File: config.mk
export PLATFORM = sky130hd
export DESIGN_NAME = ifu_fetch
export DESIGN_NICKNAME = d
export VERILOG_FILES = /design/src/rtl/ifu_fetch.sv
export SDC_FILE = /design/constraint.sdc
export NUM_CORES = 1
export LEC_CHECK = 0
export CAP_MARGIN = 10
export CORE_MARGIN = 1
export CORE_UTILIZATION = 30
export DETAILED_ROUTE_END_ITERATION = 7
export PLACE_DENSITY_LB_ADDON = 0.2
export SYNTH_ARGS = -nofsm -noshare
export SYNTH_HDL_FRONTEND = slang
export SYNTH_SLANG_ARGS = --single-unit
export TNS_END_PERCENT = 1
File: constraint.sdc
create_clock -name clk -period 4.1 [get_ports clk]
set_clock_uncertainty 0.15 [all_clocks]
set_input_delay 0.41 -clock clk [delete_from_list [all_inputs] [get_ports clk]]
set_output_delay 0.41 -clock clk [all_outputs]
set_load 0.03 [all_outputs]
File: src/rtl/ifu_fetch.sv
// ifu_fetch: instruction fetch stage.
// Owns the fetch PC, issues word requests on an SRAM-style instruction bus,
// and buffers in-order responses in a small FIFO. The FIFO head is shown to
// the IF/ID register. A jump from EX flushes the FIFO and turns every
// in-flight response into one that is discarded when it arrives.
//
// Handshakes:
//   bus issue : a request is issued in any cycle with ibus_req_o && ibus_gnt_i.
//               Request and address carry no stability rule while ungranted.
//   bus return: ibus_rvalid_i returns one word per cycle, in issue order, at
//               least one cycle after its grant.
//   downstream: an instruction is consumed in any cycle with inst_valid_o &&
//               !hold_flag_i && !jump_flag_i.
// Credit rule: outstanding + buffered + discard never exceeds FIFO_DEPTH, so
// a returning word always has a free FIFO slot.
module ifu_fetch #(
  parameter logic [31:0] RESET_PC   = 32'h0000_0000,
  parameter int          FIFO_DEPTH = 4,
  parameter logic [31:0] INST_NOP   = 32'h0000_0013
) (
  input  logic        clk,
  input  logic        rst,
  input  logic        jump_flag_i,
  input  logic [31:0] jump_addr_i,
  input  logic        hold_flag_i,
  output logic        ibus_req_o,
  output logic [31:0] ibus_addr_o,
  input  logic        ibus_gnt_i,
  input  logic        ibus_rvalid_i,
  input  logic [31:0] ibus_rdata_i,
  output logic [31:0] inst_o,
  output logic [31:0] inst_addr_o,
  output logic        inst_valid_o
);

  localparam int AW = (FIFO_DEPTH > 1) ? $clog2(FIFO_DEPTH) : 1;
  localparam int CW = AW + 1;
  localparam logic [CW:0] DEPTH_W = (CW + 1)'(FIFO_DEPTH);

  logic [31:0]   r_fetch_pc;
  logic [31:0]   r_head_pc;
  logic [CW-1:0] r_out;
  logic [CW-1:0] r_cnt;
  logic [CW-1:0] r_disc;
  logic [AW-1:0] r_rptr;
  logic [AW-1:0] r_wptr;
  logic [31:0]   r_mem [FIFO_DEPTH];

  logic [CW:0]   w_sum;
  logic          w_req;
  logic          w_issue;
  logic          w_drop;
  logic          w_resp;
  logic          w_push;
  logic          w_valid;
  logic          w_pop;
  logic          w_retire;
  logic [31:0]   w_target;
  logic [CW-1:0] w_jump_disc;
  logic          w_unused_jaddr;

  // Credit check, handshake qualifiers and jump bookkeeping.
  always_comb begin
    w_sum    = {1'b0, r_out} + {1'b0, r_cnt} + {1'b0, r_disc};
    // Gated by reset so the bus sees no request while the block is held.
    w_req    = rst && !jump_flag_i && (w_sum < DEPTH_W);
    w_issue  = w_req && ibus_gnt_i;
    w_drop   = ibus_rvalid_i && (r_disc != '0);
    // A return with nothing in flight is a protocol error and is ignored.
    w_resp   = ibus_rvalid_i && (r_disc == '0) && (r_out != '0);
    w_push   = w_resp && !jump_flag_i;
    w_valid  = (r_cnt != '0);
    w_pop    = w_valid && !hold_flag_i && !jump_flag_i;
    w_target = {jump_addr_i[31:2], 2'b00};
    // Every in-flight word becomes a discard, minus the one retiring now.
    w_retire = ibus_rvalid_i && ((r_disc != '0) || (r_out != '0));
    w_jump_disc = r_disc + r_out - CW'(w_retire);
    w_unused_jaddr = ^jump_addr_i[1:0];
  end

  // Fetch PC advances per issue; head PC advances per consumed instruction.
  always_ff @(posedge clk or negedge rst) begin
    if (!rst) begin
      r_fetch_pc <= RESET_PC;
      r_head_pc  <= RESET_PC;
    end else if (jump_flag_i) begin
      r_fetch_pc <= w_target;
      r_head_pc  <= w_target;
    end else begin
      if (w_issue) r_fetch_pc <= r_fetch_pc + 32'd4;
      if (w_pop)   r_head_pc  <= r_head_pc + 32'd4;
    end
  end

  // Outstanding, buffered and discard counters.
  always_ff @(posedge clk or negedge rst) begin
    if (!rst) begin
      r_out  <= '0;
      r_cnt  <= '0;
      r_disc <= '0;
    end else if (jump_flag_i) begin
      r_out  <= '0;
      r_cnt  <= '0;
      r_disc <= w_jump_disc;
    end else begin
      r_out  <= r_out + CW'(w_issue) - CW'(w_resp);
      r_cnt  <= r_cnt + CW'(w_push) - CW'(w_pop);
      r_disc <= r_disc - CW'(w_drop);
    end
  end

  // FIFO read/write pointers; a jump empties the buffer.
  always_ff @(posedge clk or negedge rst) begin
    if (!rst) begin
      r_rptr <= '0;
      r_wptr <= '0;
    end else if (jump_flag_i) begin
      r_rptr <= '0;
      r_wptr <= '0;
    end else begin
      if (w_push) r_wptr <= r_wptr + 1'b1;
      if (w_pop)  r_rptr <= r_rptr + 1'b1;
    end
  end

  // FIFO storage; contents are only read when the count says they are valid.
  always_ff @(posedge clk) begin
    if (w_push) r_mem[r_wptr] <= ibus_rdata_i;
  end

  // Outputs are combinational from state (plus the current jump for req).
  always_comb begin
    ibus_req_o   = w_req;
    ibus_addr_o  = r_fetch_pc;
    inst_valid_o = w_valid;
    inst_o       = w_valid ? r_mem[r_rptr] : INST_NOP;
    inst_addr_o  = w_valid ? r_head_pc : 32'h0;
  end

endmodule

Word-level counts from Yosys, hierarchy flattened
Memories as Yosys holds them, arrays and structs flattened.
Index checks and enable logic that the tools add are counted.
Operators by class
  reduce and logical (&&, ||, !) cells: 20
  magnitude comparators: 1
  muxes and demuxes: 15
  $add $sub $neg: 13
Operators with widths (number)
  $mux 32: 6
  $add 32x3->32 const B: 2
  $sub 3x1->3: 4
  $logic_and 1x1->1: 10
  $mux 3: 3
  $reduce_bool 3->1: 3
  $mux 2: 4
  $add 3x1->3: 2
  $reduce_bool 2->1: 3
  $add 2x1->2 const B: 2
  $add 3x3->4: 1
  $add 4x3->4: 1
  $lt 4x3->1 const B: 1
  $add 3x3->3: 1
  $logic_not 3->1: 1
  $logic_not 1->1: 2
  $mux 1: 2
  $logic_or 1x1->1: 1
Word-level totals
  flip-flop bits (word level): 77
  logic and storage cells: 57
  memory bits (writable): 128
  memories: 1
  input port bits: 70
Memory list
  r_mem: depth 4, bits a word 32, read ports 1, clocked after Yosys merged registers in 0, write ports 1, RTL line 47  | logic [31:0] r_mem [FIFO_DEPTH];

Longest topological paths before layout
  word-level depth: 8
  mapped depth: 15

Worst setup path before layout
OpenSTA, ideal clock, no wires.
  path kind: reg-to-reg
  start point: register r_out[1]
  end point: register r_out[2]
  setup time: 132 ps
  stages on the path, launching flop included: 16
  arrival time: 3582 ps
  path slack: 236 ps
  path through: dfrtp_1 > inv_1 > fa_1 > or2_2 > fa_1 > xnor2_1 > nor2_1 > inv_1 > buf_1 > ha_1 > inv_1 > ha_1 > inv_1 > fa_1 > xnor2_1 > nor2_1
On the way
  cells in the longest elaborated chain, start to end: 8
  elaborated cells on any way between the ends: 10
Ends and longest elaborated chain
  start: declaration: RTL line 42  | logic [CW-1:0] r_out;
  start signal: assignment: RTL line 106  | r_out <= r_out + CW'(w_issue) - CW'(w_resp);
  $add 3x3->4: RTL line 64  | w_sum = {1'b0, r_out} + {1'b0, r_cnt} + {1'b0, r_disc};
  $add 4x3->4: RTL line 64
  $lt 4x3->1: RTL line 66  | w_req = rst && !jump_flag_i && (w_sum < DEPTH_W);
  $logic_and 1x1->1: RTL line 66
  $logic_and 1x1->1: RTL line 67  | w_issue = w_req && ibus_gnt_i;
  $add 3x1->3: RTL line 106
  $sub 3x1->3 (*): RTL line 106
  $mux 3 (*): RTL line 101  | end else if (jump_flag_i) begin
Mark *: on every way between the ends. The rest lies on a longest branch, timed or not.
A chain may end at the register's enable or synchronous reset.

Final worst setup path
Ends and elaborated chain as after synthesis.

==> results_dict.tcl <==
set metrics [dict create \
    status "complete, no violations" \
    final_cell_mix "clkdlybuf4s50_1 (158), edfxtp_1 (128), dfrtp_1 (72), and2_1 (66), nand2_1 (57)" \
    antenna_cells 0 \
    grt_overflow 0 \
    final_core_util 0.402 \
    antenna_found_initial 1 \
    drt_wl_total_mm 23.7 \
    cp_max_fo 4 \
    worst_slew_pin_slew_ns 0.813 \
    synth_area_per_cell_sq_um 13.2 \
    synthCells 706 \
    worstSetupStartpointType "flip-flop" \
    peakVddDrop_mv 0.438 \
    cts_tree "built" \
    final.setup.tns_ns 0 \
    clk_latency_ns 0.51 \
    period_needed_ns 3.68 \
    swShare 0.337 \
    period_share 0.897 \
    antenna_left 0 \
    ys_types 49 \
    numCtsBuffers 24 \
    yosysWarnings 0 \
    clock_path_buffers 3 \
    pin_count 168 \
    stdcell_count 1294 \
    final_nets 974 \
    grtUsageTotal 0.151 \
    clock.fmax_mhz 272 \
    synthFlopType "edfxtp_1" \
    finalSetupViolations 0 \
    first_global_vias 6205 \
    final_common_cell "clkdlybuf4s50_1" \
    multi_input_area_sq_mm 0.00345 \
    grt_pass1_wl_mm 36.2 \
    cts_max_level 1 \
    relSlewSlack 0.458 \
    endpoint_kind "flip-flop" \
    syn_to_final_growth_pct 31.9 \
    cts-root-buf "clkbuf_16" \
    cts_setup_buffers 0 \
    synthArstFlopShare 0.363 \
    ys_seq_area_frac 0.608 \
    required_ns 4.32 \
    start_util 0.305 \
    drc 0 \
    dieArea_sq_mm 0.0318 \
    die_x_um 178 \
    seq_power_share 0.339 \
    maxCapViolCount 0 \
    io_buffers 161 \
    die-height_um 178 \
    grt_max_degree 61 \
    nFillCells 2910 \
    hold_viol 0 \
    rsz0062_at_grt "no" \
    rows 64 \
    power_switching_mw 2.44 \
    first_iter_violations 313 \
    drt_pre_antenna_iters 5 \
    dpl.hpwl_mm 16.0 \
    worstSetupPathType "reg2reg" \
    p_int_mw 4.80 \
    drive_above_1_share 0.119 \
    cts.reportedPaths.clkPinSlew_ns 0.06 \
    pwr-share-clk 0.309 \
    routed-via-count 6241 \
    p_leak_nw 4.36 \
    p_per_area_mw_per_mm2 588 \
    synth-edff-count 128 \
    syn_area_sq_mm 0.00933 \
    cp.arrival_ns 3.90 \
    synth-seq-cells 201 \
    cts.sink_count 201 \
    regArea_sq_mm 0.00567 \
    comb_power_share 0.352 \
    core_area_sq_mm 0.0306 \
    gp_congestion 0.786 \
    routed_via_density 4.82 \
    post_drt_wl_per_cell_um 18.3 \
    dpl.cell_count 1251 \
    hold_path_class "in2async" \
    finalMaxSlewViolations 0 \
]
[routing by layer]
| metal | GRT usage | vias to the layer above | wire length [um] |
|---|---|---|---|
| li1 | - | 2959 | - |
| met1 | 0.201 | 3086 | 10500 |
| met2 | 0.247 | 157 | 11300 |
| met3 | 0.0303 | 39 | 1420 |
| met4 | 0.0470 | 0 | 610 |
| met5 | 0 | - | 0 |
[sequential cells by signal (all words and copies together) (netlist names)]
name and cells:
r_disc 3, r_wptr 2, r_rptr 2, r_mem 128, r_cnt 3, ibus_addr_o 30
r_head_pc 30, r_out 3
[cells in the mapped netlist, types with 2 or more instances]
cell,n,area (sq um)
mux2_2,3,33.8
o21a_1,2,15.0
clkbuf_1,24,90.1
buf_2,3,15.0
edfxtp_1,128,3840
o21ai_0,33,165
a31oi_1,5,31.3
o311ai_0,7,61.3
inv_1,21,78.8
nor3_1,12,60.1
xor2_1,29,254
o211ai_1,13,97.6
or4_1,4,30.0
ha_1,16,200
a21boi_0,5,37.5
nand4_1,20,125
o311ai_1,2,17.5
buf_1,3,11.3
buf_4,4,30.0
and2_1,66,413
dfrtp_1,73,1830
xnor2_1,17,149
or3_1,2,12.5
nor4_4,2,42.5
a21oi_1,9,45.0
or2_2,5,31.3
mux4_2,32,721
mux2i_1,2,20.0
nand2b_1,5,31.3
nand2_2,2,12.5
nor2b_1,4,25.0
nand3_1,39,195
nor2_1,27,101
nor4_1,4,25.0
nand2_1,57,214
and3_1,8,50.1
fa_1,6,120
[cells by family after synthesis]
logic type | count (synthesis) | share of synthesized area
compound gates | 80 | 0.0542
fa+ha+maj | 22 | 0.0343
buf+inv | 56 | 0.0245
xor+xnor | 46 | 0.0432
other cells | 1 | 0.000402
simple gates | 263 | 0.152
mux | 37 | 0.0830
flops | 201 | 0.608
[area by class of cell]
class | instances | area share
flip-flops and latches | 201 | 0.461
multi-input cells | 452 | 0.281
repair buffers | 181 | 0.144
clock buffers | 28 | 0.0518
well taps | 396 | 0.0403
clock inverters | 14 | 0.0159
inverters | 22 | 0.00671
[through the flow]
step           cell area [sq um]  setup slack [ns]  total power [mW]  hold slack, ns
5_1_grt                    12300             0.173              7.62           0.174
4_1_cts                    12300            0.0427              7.36           0.161
3_3_place_gp               11500             0.432              5.08           0.162
6_report                   12300             0.421              7.24           0.185
2_1_floorplan               9340             0.236              4.00         -0.0356
3_5_place_dp               11500             0.405              5.08           0.156
[worst paths after layout]
check | startpoint | endpoint | slack (ns) | cells past startpoint
worst max-delay path | r_out[1] | r_out[2] | 0.42 | 14
worst min-delay path | rst | ibus_addr_o[8] | 0.19 | 2
worst max register to register | r_out[1] | r_out[2] | 0.42 | 14
worst min register to register | r_disc[2] | r_disc[2] | 0.38 | 1
max in group asynchronous | rst | r_rptr[0] | 2.48 | 3
min in group clk | jump_flag_i | r_out[1] | 0.29 | 2
[worst max-delay path, cell delays in order, from the launching register on]
cell     delay, ns
dfrtp_1       0.43
inv_1         0.10
fa_1          0.46
or2_2         0.31
fa_1          0.42
xnor2_1       0.39
nor2_1        0.12
inv_1         0.12
ha_1          0.23
inv_1         0.05
ha_1          0.13
inv_1         0.05
fa_1          0.37
xnor2_1       0.16
nor2_1        0.05
[timing repair]
action                                  CTS  global route
gates resized for setup                   0             1
hold endpoints to repair                 13             0
hold buffers                              1             0
endpoints found under the setup margin    0             1
[power groups by stage]
stage	Sequential [mW]	Clock, mW	Combinational [mW]
final	2.45	2.24	2.54
after floorplan	2.51	0	1.49
after global placement	2.49	0	2.58
after global routing	2.48	2.39	2.76
after CTS	2.46	2.31	2.60
after detailed placement	2.50	0	2.59
Note: power is estimated with default switching activity, not from simulation.
